<file path="src/rtl/sat_pkg.sv">
// Shared definitions for the SAT solver datapath: FAT geometry, requester
// ids, assignment encoding, arbiter state type and small one-hot helpers.
package sat_pkg;

    localparam int VAR_NUM     = 8;
    localparam int VAR_NUM_LOG = 3;

    // Requester ids, also the bit positions in req/gnt/rvalid
    localparam logic [1:0] REQ_BT  = 2'd0;
    localparam logic [1:0] REQ_IMP = 2'd1;
    localparam logic [1:0] REQ_DEC = 2'd2;

    // Two-bit variable assignment encoding stored in the FAT
    localparam logic [1:0] ASSIGN_UNASSIGNED = 2'b00;
    localparam logic [1:0] ASSIGN_FALSE      = 2'b01;
    localparam logic [1:0] ASSIGN_TRUE       = 2'b10;

    typedef enum logic {
        UNLOCKED = 1'b0,
        LOCKED   = 1'b1
    } arb_state_e;

    // Index of the set bit of a one-hot requester vector (0 when none set)
    function automatic logic [1:0] onehot_to_id(input logic [2:0] oh);
        logic [1:0] id;
        case (oh)
            3'b001:  id = REQ_BT;
            3'b010:  id = REQ_IMP;
            3'b100:  id = REQ_DEC;
            default: id = 2'd0;
        endcase
        return id;
    endfunction

    // One-hot requester vector for an id (all zero for an invalid id)
    function automatic logic [2:0] id_to_onehot(input logic [1:0] id);
        logic [2:0] oh;
        case (id)
            2'd0:    oh = 3'b001;
            2'd1:    oh = 3'b010;
            2'd2:    oh = 3'b100;
            default: oh = 3'b000;
        endcase
        return oh;
    endfunction

endpackage

</file>
<file path="src/rtl/fat_access_arbiter_if.sv">
// Requester-side and FAT-side signals of the FAT access arbiter.
// The slave modport is the arbiter; the master modport is the environment
// (requesters plus the FAT memory).
interface fat_access_arbiter_if;
    import sat_pkg::*;

    logic [2:0]               req;
    logic [2:0]               req_write;
    logic [2:0]               req_lock;
    logic [3*VAR_NUM_LOG-1:0] req_addr;
    logic [3*2-1:0]           req_wdata;
    logic [2:0]               gnt;
    logic [2:0]               rvalid;
    logic [1:0]               rdata;
    logic                     busy;
    logic                     fat_enable;
    logic                     fat_write;
    logic [VAR_NUM_LOG-1:0]   fat_addr;
    logic [1:0]               fat_wdata;
    logic [1:0]               fat_rdata;

    modport master (
        output req, req_write, req_lock, req_addr, req_wdata, fat_rdata,
        input  gnt, rvalid, rdata, busy, fat_enable, fat_write, fat_addr, fat_wdata
    );

    modport slave (
        input  req, req_write, req_lock, req_addr, req_wdata, fat_rdata,
        output gnt, rvalid, rdata, busy, fat_enable, fat_write, fat_addr, fat_wdata
    );

endinterface

</file>
<file path="src/rtl/fat_req_selector.sv">
// Combinational winner selection for the FAT arbiter. While a lock is held
// only the owner can win; otherwise backtrack beats everything, a boosted
// decision unit beats implication, then implication, then decision.
module fat_req_selector
    import sat_pkg::*;
(
    input  logic [2:0] req,
    input  logic       boost,
    input  logic       lock_valid,
    input  logic [1:0] lock_owner,
    output logic [2:0] gnt
);

    // Pick a single winner from the current requests
    always_comb begin
        gnt = 3'b000;
        if (lock_valid) begin
            gnt = id_to_onehot(lock_owner) & req;
        end else if (req[REQ_BT]) begin
            gnt = 3'b001;
        end else if (boost && req[REQ_DEC]) begin
            gnt = 3'b100;
        end else if (req[REQ_IMP]) begin
            gnt = 3'b010;
        end else if (req[REQ_DEC]) begin
            gnt = 3'b100;
        end else begin
            gnt = 3'b000;
        end
    end

endmodule

</file>
<file path="src/rtl/fat_access_arbiter.sv">
// Arbiter sharing the single-port FAT among backtrack, implication and
// decision units. Holds the burst lock FSM, the decision-unit starvation
// counter, the FAT request mux and the one-cycle read-return pipeline.
module fat_access_arbiter
    import sat_pkg::*;
#(
    parameter int STARVE_LIMIT = 4
) (
    input  logic                 clk,
    input  logic                 rst,
    fat_access_arbiter_if.slave  bus
);

    localparam int              CNT_W      = $clog2(STARVE_LIMIT + 1);
    localparam logic [CNT_W-1:0] STARVE_MAX = CNT_W'(STARVE_LIMIT);

    arb_state_e       state_r;
    arb_state_e       state_s;
    logic [1:0]       owner_r;
    logic [1:0]       owner_s;
    logic [CNT_W-1:0] starve_cnt_r;
    logic [CNT_W-1:0] starve_cnt_s;
    logic [2:0]       rvalid_r;
    logic [2:0]       sel_gnt_s;
    logic [2:0]       gnt_s;
    logic [1:0]       win_id_s;
    logic             boost_s;
    logic             lock_valid_s;

    assign boost_s      = (starve_cnt_r == STARVE_MAX);
    assign lock_valid_s = (state_r == LOCKED);

    fat_req_selector u_sel (
        .req        (bus.req),
        .boost      (boost_s),
        .lock_valid (lock_valid_s),
        .lock_owner (owner_r),
        .gnt        (sel_gnt_s)
    );

    // Suppress grants while reset is asserted so outputs drop immediately
    always_comb begin
        gnt_s = 3'b000;
        if (rst) begin
            gnt_s = 3'b000;
        end else begin
            gnt_s = sel_gnt_s;
        end
    end

    assign win_id_s = onehot_to_id(gnt_s);

    // Route the winning requester's access onto the FAT port, zero when idle
    always_comb begin
        bus.fat_write = 1'b0;
        bus.fat_addr  = {VAR_NUM_LOG{1'b0}};
        bus.fat_wdata = 2'b00;
        case (gnt_s)
            3'b001: begin
                bus.fat_write = bus.req_write[0];
                bus.fat_addr  = bus.req_addr[0*VAR_NUM_LOG +: VAR_NUM_LOG];
                bus.fat_wdata = bus.req_wdata[1:0];
            end
            3'b010: begin
                bus.fat_write = bus.req_write[1];
                bus.fat_addr  = bus.req_addr[1*VAR_NUM_LOG +: VAR_NUM_LOG];
                bus.fat_wdata = bus.req_wdata[3:2];
            end
            3'b100: begin
                bus.fat_write = bus.req_write[2];
                bus.fat_addr  = bus.req_addr[2*VAR_NUM_LOG +: VAR_NUM_LOG];
                bus.fat_wdata = bus.req_wdata[5:4];
            end
            default: begin
                bus.fat_write = 1'b0;
                bus.fat_addr  = {VAR_NUM_LOG{1'b0}};
                bus.fat_wdata = 2'b00;
            end
        endcase
    end

    // Lock FSM next state: enter on a locked grant, leave on the last burst
    // access or when the owner abandons (drops both req and lock)
    always_comb begin
        state_s = state_r;
        owner_s = owner_r;
        case (state_r)
            UNLOCKED: begin
                if ((|gnt_s) && bus.req_lock[win_id_s]) begin
                    state_s = LOCKED;
                    owner_s = win_id_s;
                end else begin
                    state_s = UNLOCKED;
                end
            end
            LOCKED: begin
                if (gnt_s[owner_r] && !bus.req_lock[owner_r]) begin
                    state_s = UNLOCKED;
                end else if (!bus.req[owner_r] && !bus.req_lock[owner_r]) begin
                    state_s = UNLOCKED;
                end else begin
                    state_s = LOCKED;
                end
            end
            default: begin
                state_s = UNLOCKED;
                owner_s = 2'd0;
            end
        endcase
    end

    // Starvation counter: saturating count of cycles the decision unit waits
    always_comb begin
        starve_cnt_s = {CNT_W{1'b0}};
        if (bus.req[REQ_DEC] && !gnt_s[REQ_DEC]) begin
            if (starve_cnt_r == STARVE_MAX) begin
                starve_cnt_s = STARVE_MAX;
            end else begin
                starve_cnt_s = starve_cnt_r + CNT_W'(1);
            end
        end else begin
            starve_cnt_s = {CNT_W{1'b0}};
        end
    end

    // State, owner, starvation counter and read-return strobe registers
    always_ff @(posedge clk or posedge rst) begin
        if (rst) begin
            state_r      <= UNLOCKED;
            owner_r      <= 2'd0;
            starve_cnt_r <= {CNT_W{1'b0}};
            rvalid_r     <= 3'b000;
        end else begin
            state_r      <= state_s;
            owner_r      <= owner_s;
            starve_cnt_r <= starve_cnt_s;
            rvalid_r     <= gnt_s & ~bus.req_write;
        end
    end

    // The FAT presents read data in the cycle after the access, which is
    // exactly when rvalid_r is up, so rdata forwards it gated by rvalid
    assign bus.rdata      = (|rvalid_r) ? bus.fat_rdata : 2'b00;
    assign bus.rvalid     = rvalid_r;
    assign bus.gnt        = gnt_s;
    assign bus.busy       = (state_r == LOCKED);
    assign bus.fat_enable = |gnt_s;

endmodule

</file>
<file path="src/flat_wrapper.sv">
// flat-port wrapper written by rule: the top's interface ports become plain ports
module fat_access_arbiter_flat import sat_pkg::*;
#(
    parameter int STARVE_LIMIT = 4
)
  (clk, rst, bus_req, bus_req_write, bus_req_lock, bus_req_addr, bus_req_wdata, bus_fat_rdata, bus_gnt, bus_rvalid, bus_rdata, bus_busy, bus_fat_enable, bus_fat_write, bus_fat_addr, bus_fat_wdata);
  fat_access_arbiter_if bus_i ();
  input  logic clk;
  input  logic rst;
  input wire logic [$bits(bus_i.req)-1:0] bus_req;
  input wire logic [$bits(bus_i.req_write)-1:0] bus_req_write;
  input wire logic [$bits(bus_i.req_lock)-1:0] bus_req_lock;
  input wire logic [$bits(bus_i.req_addr)-1:0] bus_req_addr;
  input wire logic [$bits(bus_i.req_wdata)-1:0] bus_req_wdata;
  input wire logic [$bits(bus_i.fat_rdata)-1:0] bus_fat_rdata;
  output wire logic [$bits(bus_i.gnt)-1:0] bus_gnt;
  output wire logic [$bits(bus_i.rvalid)-1:0] bus_rvalid;
  output wire logic [$bits(bus_i.rdata)-1:0] bus_rdata;
  output wire logic [$bits(bus_i.busy)-1:0] bus_busy;
  output wire logic [$bits(bus_i.fat_enable)-1:0] bus_fat_enable;
  output wire logic [$bits(bus_i.fat_write)-1:0] bus_fat_write;
  output wire logic [$bits(bus_i.fat_addr)-1:0] bus_fat_addr;
  output wire logic [$bits(bus_i.fat_wdata)-1:0] bus_fat_wdata;
  assign bus_i.req = bus_req;
  assign bus_i.req_write = bus_req_write;
  assign bus_i.req_lock = bus_req_lock;
  assign bus_i.req_addr = bus_req_addr;
  assign bus_i.req_wdata = bus_req_wdata;
  assign bus_i.fat_rdata = bus_fat_rdata;
  assign bus_gnt = bus_i.gnt;
  assign bus_rvalid = bus_i.rvalid;
  assign bus_rdata = bus_i.rdata;
  assign bus_busy = bus_i.busy;
  assign bus_fat_enable = bus_i.fat_enable;
  assign bus_fat_write = bus_i.fat_write;
  assign bus_fat_addr = bus_i.fat_addr;
  assign bus_fat_wdata = bus_i.fat_wdata;
  fat_access_arbiter #(.STARVE_LIMIT(STARVE_LIMIT)) u_core (.clk(clk), .rst(rst), .bus(bus_i));
endmodule
</file>
<file path="config.mk">
export PLATFORM = sky130hd
export DESIGN_NAME = fat_access_arbiter_flat
export DESIGN_NICKNAME = d
export VERILOG_FILES = /design/src/rtl/sat_pkg.sv /design/src/rtl/fat_access_arbiter_if.sv /design/src/rtl/fat_req_selector.sv /design/src/rtl/fat_access_arbiter.sv /design/src/flat_wrapper.sv
export SDC_FILE = /design/constraint.sdc
export NUM_CORES = 1
export LEC_CHECK = 0
export CAP_MARGIN = 5
export CORE_UTILIZATION = 35
export CTS_CLUSTER_DIAMETER = 200
export DETAILED_ROUTE_END_ITERATION = 16
export PLACE_DENSITY = 0.85
export SETUP_SLACK_MARGIN = 0.05
export SYNTH_ARGS = -nofsm -noshare
export SYNTH_HDL_FRONTEND = slang
export SYNTH_HIERARCHICAL = 1
export SYNTH_SLANG_ARGS = --single-unit
</file>
<file path="constraint.sdc">
create_clock -name clk -period 2.5 [get_ports clk]
set_input_delay 0.25 -clock clk [delete_from_list [all_inputs] [get_ports clk]]
set_output_delay 0.25 -clock clk [all_outputs]
set_load 0.005 [all_outputs]
</file>
==> results.sh, run 1 <==
export IMPL_routed_wl_um=2550
export IMPL_cts_tree="built"
export IMPL_grt_pass1_vias=801
export IMPL_slew_headroom=0.738
export IMPL_crit_top_cell="inv_1"
export IMPL_slew_viol_final=0
export IMPL_path_max_fanout=5
export IMPL_layout_commonest_cell="clkdlybuf4s50_1"
export IMPL_crit_path_start_kind="flip-flop"
export IMPL_grt_max_degree=10
export IMPL_ys_warn_count=6
export IMPL_top_layer_used="met4"
export IMPL_gp_congestion=0.892
export IMPL_cts_sinks=9
export IMPL_rsz0062_at_grt="yes"
export IMPL_fin_crit_sh=0.986
export IMPL_antenna_found_initial=0
export IMPL_cpPeakStageDelay_ns=0.38
export IMPL_p_sw_mw=0.175
export IMPL_timing_critical_path_from="u_core/starve_cnt_r[0]$_DFF_PP0_"
export IMPL_die_y_um=45.3
export IMPL_clk_pin_slew_ns=0.07
export IMPL_post_place_ws_ns=-0.0950
export IMPL_numCtsBuffers=3
export IMPL_fin_nets=182
export IMPL_switching_share=0.320
export IMPL_fin_crit_ns=2.47
export IMPL_grt_overflow_total=0
export IMPL_slowest_stage="dfrtp_1"
export IMPL_p_per_area_nw_per_um2=405
export IMPL_drt_drc_violations_left=0
export IMPL_r2r_cells=12
export IMPL_drive_gt1_frac=0.311
export IMPL_synth_cells=79
export IMPL_synth_top_area_frac=0.343
export IMPL_pwr_share_clk=0.216
export IMPL_power_frac_seq=0.334
export IMPL_setup_slack_ns=0.0343
export IMPL_skew_ns=0.00282
export IMPL_post_drt_wl_per_cell_um=14.5
export IMPL_regArea_um2=225
export IMPL_wl_met3_um=154
export IMPL_synth_top_cell_by_area="dfrtp_1"
export IMPL_worstPathCellList="inv_1 > ha_2 > nand2_2 > inv_2 > o21ai_2 > a21boi_2 > buf_4 > nor3_4 > buf_6 > a222oi_1 > inv_1 > buf_2"
export IMPL_grt_total_usage=0.248
export IMPL_max_clock_freq_ghz=0.406
export IMPL_cts_root_buf="clkbuf_4"
export IMPL_ys_seq_area_frac=0.343
export IMPL_critPathKind="flip-flop to primary output"
export IMPL_synth_fp_nets=109
export IMPL_synth_area_um2=657
export IMPL_hold_viol_final=0
export IMPL_reg2reg_setup_slack_ns=0.34
export IMPL_initial_core_util=0.376
export IMPL_vdd_drop_max_uv=311
export IMPL_vias_per_cell=5.14
export IMPL_wl_met1_um=1040
export IMPL_core_area_um2=1750
export IMPL_ioPinCount=44
export IMPL_fin_tns_setup_ns=0
export IMPL_p_int_mw=0.371
export IMPL_hp_class="primary input to async pin"
export IMPL_io_buffers=43
export IMPL_setup_viol=0
export IMPL_clk_path_buf_depth=2
export IMPL_synthTopCellsByArea="dfrtp_1 34%, a222oi_1 9.1%, inv_1 8.6%"
export IMPL_synth_ff_type="dfrtp_1"
export IMPL_rows=15
export IMPL_synth_distinct_cells=25
export IMPL_p_comb_frac=0.450
export IMPL_antenna_cells=0
export IMPL_ys_ff_latch=9
export IMPL_multi_input_area_um2=404
export IMPL_htree_levels=1
export IMPL_cp_data_arrival_time_ns=2.22
export IMPL_synth_edff_count=0
export IMPL_die_area_um2=2050
export IMPL_critPathCaptureType="primary output"
export IMPL_dpl_hpwl_um=1600
export IMPL_routed_wl_met2_um=1340
export IMPL_drt_iter0_drc=39
export IMPL_postLayoutCellArea_um2=1350
export IMPL_grt_pass1_wl_um=3650
export IMPL_dr_pass1_iters=4
export IMPL_num_vias=905
export IMPL_tightest_slew_ns=0.382
export IMPL_area_growth_pct=105
export IMPL_required_ns=2.25
export IMPL_syn_mean_instance_area_um2=8.31
export IMPL_fillerInstances=124
export IMPL_p_leak_nw=0.669
export IMPL_mostFrequentLayoutCells="35 x clkdlybuf4s50_1, 20 x buf_4, 14 x inv_1"
export IMPL_antenna_left=0
export IMPL_cap_violations=0
export IMPL_place_area_um2=1170
export IMPL_ys_async_sr_fraction=1.00
export IMPL_insertion_delay_ns=0.27
export IMPL_status="finished, final reports clean"
export IMPL_ctsHoldBuffers=0
export IMPL_r2r_start="u_core/starve_cnt_r[1]$_DFF_PP0_"
export IMPL_dieWidth_um=45.3
per-layer routing:
metal	vias up	track usage
met2	34	0.420
met3	4	0.0680
met5	-	0
met4	0	0.0606
li1	428	-
met1	439	0.310
kinds of logic after synthesis:
group	after synthesis	share of synthesized area
muxes	2	0.0343
DFF	9	0.343
buffers and inverters	15	0.0857
adders and majority gates	2	0.0381
AOI/OAI and AO/OA	18	0.210
and+or+nand+nor	33	0.290
stage by stage:
| step | power (mW) | util | cells | hold slack [ns] |
|---|---|---|---|---|
| final | 0.545 | 0.772 | 176 | 0.436 |
| after global placement | 0.378 | 0.671 | 154 | 0.457 |
| after detailed placement | 0.384 | 0.671 | 154 | 0.477 |
| after CTS | 0.517 | 0.725 | 168 | 0.420 |
| after global routing | 0.579 | 0.772 | 176 | 0.487 |
| after floorplan | 0.262 | - | 79 | 0.0779 |
path summary, 6_finish.rpt:
check                                                         to
worst max-delay path                               bus_fat_write
worst min-delay path              u_core/bus.rvalid[0]$_DFF_PP0_
worst max register to register     u_core/owner_r[0]$_DFFE_PP0P_
worst min register to register  u_core/starve_cnt_r[2]$_DFF_PP0_
max in group asynchronous       u_core/starve_cnt_r[2]$_DFF_PP0_
min in group clk                  u_core/bus.rvalid[2]$_DFF_PP0_
final cells by class:
| cell class | count | share of cell area |
|---|---|---|
| Multi-Input combinational cell | 55 | 0.300 |
| Sequential cell | 9 | 0.167 |
| Clock buffer | 4 | 0.0195 |
| Inverter | 15 | 0.0418 |
| Tap cell | 25 | 0.0232 |
| Timing Repair Buffer | 68 | 0.448 |
cells in the mapped netlist (all sizes together), types with 2 or more instances:
master and count:
o21ai 3, ha 2, nand2b 4, nand3b 2, nor2 8, dfrtp 9
inv 15, nand2 5, a21oi 3, mux2 2, nor3 7, a222oi 6
nor2b 3
power groups by stage:
stage	logic [mW]	registers, mW	clock network (mW)
5_1_grt	0.266	0.184	0.129
4_1_cts	0.215	0.181	0.121
3_5_place_dp	0.199	0.185	0
3_3_place_gp	0.194	0.184	0
6_report	0.245	0.182	0.118
2_1_floorplan	0.0809	0.181	0
flip-flops by register name, indices dropped and copies added, names as in the netlist:
signal,cells
u_core/owner_r,2
u_core/bus.rvalid,3
u_core/starve_cnt_r,3
u_core/bus.busy,1
worst max-delay path: cells and delay by family, from the launching register on:
kind | cells | cell delay [ns]
compound gates | 3 | 0.64
fa+ha+maj | 1 | 0.18
buf+inv | 6 | 0.64
flops | 1 | 0.38
simple gates | 2 | 0.10
repair_timing:
action | CTS | global route
setup buffers | 10 | 8
pin swaps | 9 | 8
endpoints found under the setup margin | 8 | 8
gates resized for setup | 30 | 9
No activity file was read; power rests on OpenSTA's default activity.
==> run 2: changes to the inputs <==
CORE_UTILIZATION = 39   (was 35)
CTS_BUF_LIST = sky130_fd_sc_hd__clkbuf_8   (was not set)
PLACE_DENSITY = 0.93   (was 0.85)
clock period = 2.87 ns   (was 2.5 ns; I/O delays follow)
==> run 2 against run 1 <==
  * Critical path depth is the same
  * Total power shrank 4.2%
  * Final area is the same
  * Clock skew shrank 0.00055 ns
  * Highest routed layer unchanged
==> results.sh, run 2 (synthesized netlist as in run 1, its figures left out) <==
export IMPL_status="finished, final reports clean"
export IMPL_fin_crit_ns=2.83
export IMPL_ioPinCount=44
export IMPL_cts_sinks=9
export IMPL_critPathCaptureType="primary output"
export IMPL_post_drt_wl_per_cell_um=19.2
export IMPL_mostFrequentLayoutCells="38 x clkdlybuf4s50_1, 20 x buf_4, 15 x inv_1"
export IMPL_grt_total_usage=0.285
export IMPL_skew_ns=0.00227
export IMPL_antenna_found_initial=0
export IMPL_fillerInstances=85
export IMPL_drt_iter0_drc=69
export IMPL_required_ns=2.58
export IMPL_cts_root_buf="clkbuf_8"
export IMPL_p_per_area_nw_per_um2=388
export IMPL_path_max_fanout=5
export IMPL_fin_cells=162
export IMPL_vdd_drop_max_uv=381
export IMPL_fin_crit_sh=0.986
export IMPL_cts_tree="built"
export IMPL_cpPeakStageDelay_ns=0.49
export IMPL_vias_per_cell=5.94
export IMPL_numCtsBuffers=3
export IMPL_post_place_ws_ns=0.0848
export IMPL_core_area_um2=1540
export IMPL_power_total_mw=0.522
export IMPL_die_y_um=43.0
export IMPL_fin_tns_setup_ns=0
export IMPL_routed_wl_um=3110
export IMPL_grt_pass1_vias=839
export IMPL_layout_commonest_cell="clkdlybuf4s50_1"
export IMPL_insertion_delay_ns=0.23
export IMPL_fin_util=0.874
export IMPL_setup_viol=0
export IMPL_cap_violations=0
export IMPL_reg2reg_setup_slack_ns=0.38
export IMPL_r2r_end="u_core/owner_r[1]$_DFFE_PP0P_"
export IMPL_hold_viol_final=0
export IMPL_fin_nets=177
export IMPL_worstPathCellList="inv_1 > ha_2 > nand2_1 > inv_2 > o21ai_2 > a21boi_2 > buf_4 > buf_4 > nor3_4 > a222oi_1 > inv_1 > clkdlybuf4s50_1"
export IMPL_slowest_stage="clkdlybuf4s50_1"
export IMPL_dpl_hpwl_um=1640
export IMPL_p_leak_nw=0.717
export IMPL_placedCellCount=143
export IMPL_gp_congestion=0.880
export IMPL_setup_slack_ns=0.0406
export IMPL_max_clock_freq_ghz=0.353
export IMPL_drive_gt1_frac=0.240
export IMPL_r2r_cells=13
export IMPL_die_area_um2=1850
export IMPL_initial_core_util=0.426
export IMPL_clk_path_buf_depth=2
export IMPL_grt_overflow_total=0
export IMPL_io_buffers=43
export IMPL_cp_data_arrival_time_ns=2.54
export IMPL_dr_pass1_iters=5
export IMPL_num_vias=963
export IMPL_tightest_slew_ns=0.372
export IMPL_drt_drc_violations_left=0
export IMPL_clk_pin_slew_ns=0.05
export IMPL_dieWidth_um=43.0
export IMPL_htree_levels=1
export IMPL_r2r_start="u_core/starve_cnt_r[0]$_DFF_PP0_"
export IMPL_crit_path_start_kind="flip-flop"
export IMPL_grt_max_degree=10
export IMPL_rows=14
export IMPL_ctsHoldBuffers=0
export IMPL_slew_headroom=0.745
export IMPL_antenna_cells=0
export IMPL_critPathKind="flip-flop to primary output"
export IMPL_hp_class="primary input to async pin"
export IMPL_antenna_left=0
export IMPL_area_growth_pct=105
export IMPL_slew_viol_final=0
export IMPL_grt_pass1_wl_um=3960
==> run 2: layout make-up <==
class                           instances  area (um^2)  area share
Clock buffer                            3         41.3      0.0306
Clock inverter                          1         3.75     0.00279
Inverter                               15         56.3      0.0418
Multi-Input combinational cell         55          408       0.303
Sequential cell                         9          225       0.167
Tap cell                               16         20.0      0.0149
Timing Repair Buffer                   63          593       0.440
==> run 2: power breakdown <==
| group | leakage [nW] | internal, mW | switching [mW] |
|---|---|---|---|
| clock network | 0.0269 | 0.0935 | 0.0538 |
| registers | 0.121 | 0.141 | 0.0194 |
| logic | 0.569 | 0.122 | 0.0922 |
| total | 0.717 | 0.357 | 0.165 |
==> run 2: per-stage QoR <==
step	hold WS (ns)	cell area, um^2
6_report	0.548	1350
5_1_grt	0.580	1350
4_1_cts	0.475	1220
3_5_place_dp	0.470	1140
3_3_place_gp	0.454	1140
2_1_floorplan	0.115	657
==> run 2: critical path, delay by kind of cell (launching register included) <==
family,cells,cell delay (ns)
buf+inv,6,0.99
flops,1,0.39
simple gates,2,0.37
fa+ha+maj,1,0.19
compound gates,3,0.37
==> run 2: routing by layer <==
metal	track usage	share of wire	up-vias
li1	-	-	417
met4	0.0848	0.057	0
met5	0	0	-
met2	0.500	0.50	69
met3	0.0681	0.083	28
met1	0.342	0.36	449
==> run 2: worst max path at each step <==
stage                      end  slack (ns)                             start  cells past startpoint
6_report       bus_fat_addr[2]        0.04  u_core/starve_cnt_r[0]$_DFF_PP0_                     12
5_1_grt        bus_fat_addr[2]       -0.04  u_core/starve_cnt_r[0]$_DFF_PP0_                     12
4_1_cts          bus_fat_write        0.06  u_core/starve_cnt_r[0]$_DFF_PP0_                     12
3_5_place_dp     bus_fat_write        0.08                        bus_req[0]                      9
3_3_place_gp   bus_fat_addr[2]        0.19                        bus_req[0]                      9
2_1_floorplan  bus_fat_addr[0]        0.75  u_core/starve_cnt_r[0]$_DFF_PP0_                     11
==> run 2: timing repair <==
| item | 4_1_cts | 5_1_grt |
|---|---|---|
| buffers inserted | 2 | 13 |
| pin swaps | 1 | 9 |
| gates resized for setup | 3 | 10 |
| endpoints found under the setup margin | 6 | 6 |
==> run 3: changes to the inputs <==
TNS_END_PERCENT = 10   (was not set)
==> run 3 against run 2 <==
  * Flip-flop and latch count is the same
  * Hold slack lost 0.018 ns
  * Clock power is essentially flat
  * Sequential power is essentially flat
  * Register-to-register slack gained 0.07 ns
  * Total power shrank 3.0%
  * Final area shrank 5.0%
  * Cell count shrank 4.9%
  * Count of clock-buffer cells in the layout is the same
  * Via count shrank 7.3%
  * Clock skew grew 0.0012 ns
==> results.sh, run 3 (synthesized netlist as in run 1, its figures left out) <==
export IMPL_status="finished, final reports clean"
export IMPL_area_growth_pct=94.9
export IMPL_p_per_area_nw_per_um2=396
export IMPL_initial_core_util=0.426
export IMPL_cts_root_buf="clkbuf_8"
export IMPL_num_vias=893
export IMPL_die_area_um2=1850
export IMPL_cts_tree="built"
export IMPL_hold_viol_final=0
export IMPL_cap_violations=0
export IMPL_postLayoutCellArea_um2=1280
export IMPL_drive_gt1_frac=0.188
export IMPL_clk_pin_slew_ns=0.05
export IMPL_setup_viol=0
export IMPL_power_total_mw=0.506
export IMPL_htree_levels=1
export IMPL_routed_wl_um=2660
export IMPL_antenna_found_initial=0
export IMPL_pwr_share_clk=0.290
export IMPL_skew_ns=0.00345
export IMPL_die_y_um=43.0
export IMPL_p_comb_frac=0.394
export IMPL_tightest_slew_ns=0.365
export IMPL_post_drt_wl_per_cell_um=17.3
export IMPL_fin_nets=169
export IMPL_antenna_left=0
export IMPL_insertion_delay_ns=0.24
export IMPL_critPathCaptureType="primary output"
export IMPL_clk_path_buf_depth=2
export IMPL_power_frac_seq=0.315
export IMPL_r2r_start="u_core/starve_cnt_r[0]$_DFF_PP0_"
export IMPL_rows=14
export IMPL_cts_sinks=9
export IMPL_antenna_cells=0
export IMPL_mostFrequentLayoutCells="40 x clkdlybuf4s50_1, 15 x inv_1, 12 x buf_4"
export IMPL_io_buffers=43
export IMPL_dpl_hpwl_um=1640
export IMPL_grt_overflow_total=0
export IMPL_dieWidth_um=43.0
export IMPL_core_area_um2=1540
export IMPL_grt_pass1_vias=839
export IMPL_ctsHoldBuffers=0
export IMPL_fin_crit_sh=0.990
export IMPL_drt_drc_violations_left=0
export IMPL_numCtsBuffers=3
export IMPL_max_clock_freq_ghz=0.352
export IMPL_cp_data_arrival_time_ns=2.55
export IMPL_vdd_drop_max_uv=407
export IMPL_grt_max_degree=10
export IMPL_crit_path_start_kind="flip-flop"
export IMPL_slew_viol_final=0
export IMPL_path_max_fanout=7
export IMPL_place_area_um2=1140
export IMPL_hp_class="primary input to async pin"
export IMPL_p_leak_nw=0.643
export IMPL_layout_commonest_cell="clkdlybuf4s50_1"
export IMPL_grt_total_usage=0.285
export IMPL_p_sw_mw=0.156
export IMPL_required_ns=2.58
export IMPL_drt_iter0_drc=61
export IMPL_critPathKind="flip-flop to primary output"
export IMPL_grt_pass1_wl_um=3960
export IMPL_p_int_mw=0.351
export IMPL_vias_per_cell=5.80
export IMPL_fin_crit_ns=2.84
export IMPL_switching_share=0.308
export IMPL_rsz0062_at_grt="yes"
export IMPL_dr_pass1_iters=6
export IMPL_ioPinCount=44
export IMPL_gp_congestion=0.880
export IMPL_timing_critical_path_from="u_core/starve_cnt_r[0]$_DFF_PP0_"
export IMPL_slew_headroom=0.750
[run 3: final timing paths]
kind / slack [ns] / to / cells after the start
max: 0.03 / bus_fat_addr[2] / 12
min: 0.53 / u_core/starve_cnt_r[2]$_DFF_PP0_ / 2
max reg2reg: 0.45 / u_core/owner_r[1]$_DFFE_PP0P_ / 13
min reg2reg: 0.56 / u_core/starve_cnt_r[0]$_DFF_PP0_ / 2
max in group asynchronous: 2.07 / u_core/bus.rvalid[2]$_DFF_PP0_ / 2
min in group clk: 0.56 / u_core/starve_cnt_r[0]$_DFF_PP0_ / 2
[run 3: power by group through the flow]
stage,clock (mW),combinational [mW],sequential [mW]
4_1_cts,0.146,0.181,0.159
2_1_floorplan,0,0.0704,0.158
3_5_place_dp,0,0.173,0.161
5_1_grt,0.158,0.215,0.163
6_report,0.147,0.200,0.160
3_3_place_gp,0,0.166,0.160
[run 3: metrics by stage]
stage | utilization | hold slack, ns | setup slack (ns) | instances | TNS [ns]
global route | 0.830 | 0.559 | -0.116 | 154 | -0.328
detailed placement | 0.743 | 0.470 | 0.0848 | 143 | 0
floorplan | - | 0.115 | 0.755 | 79 | 0
CTS | 0.792 | 0.475 | 0.0570 | 149 | 0
finish | 0.830 | 0.530 | 0.0291 | 154 | 0
global placement | 0.743 | 0.454 | 0.187 | 143 | 0
[run 3: critical path: stages, from the launching register on]
cell and delay, ns:
dfrtp_1 0.36, inv_1 0.05, ha_1 0.20, nand2_1 0.08
inv_2 0.06, nand2_1 0.08, nand2_1 0.07, a21oi_2 0.18
nand2b_1 0.15, nor3_4 0.33, a222oi_1 0.17, inv_1 0.07
clkdlybuf4s50_1 0.50
[run 3: final cells by class]
type / instances / area [um^2]
Timing Repair Buffer: 55 / 528
Clock inverter: 1 / 3.75
Tap cell: 16 / 20.0
Fill cell: 97 / 262
Sequential cell: 9 / 225
Clock buffer: 3 / 41.3
Inverter: 15 / 56.3
Multi-Input combinational cell: 55 / 405
[run 3: metal layers]
| layer | track usage | vias to the layer above | part of all wire |
|---|---|---|---|
| li1 | - | 406 | - |
| met1 | 0.342 | 429 | 0.38 |
| met2 | 0.500 | 46 | 0.52 |
| met3 | 0.0681 | 12 | 0.062 |
| met4 | 0.0848 | 0 | 0.039 |
| met5 | 0 | - | 0 |
[run 3: repair_timing]
action                                  4_1_cts  5_1_grt
endpoints found under the setup margin        6        6
setup buffers                                 2        5
resized for setup                             3        7
pin swaps                                     1        9
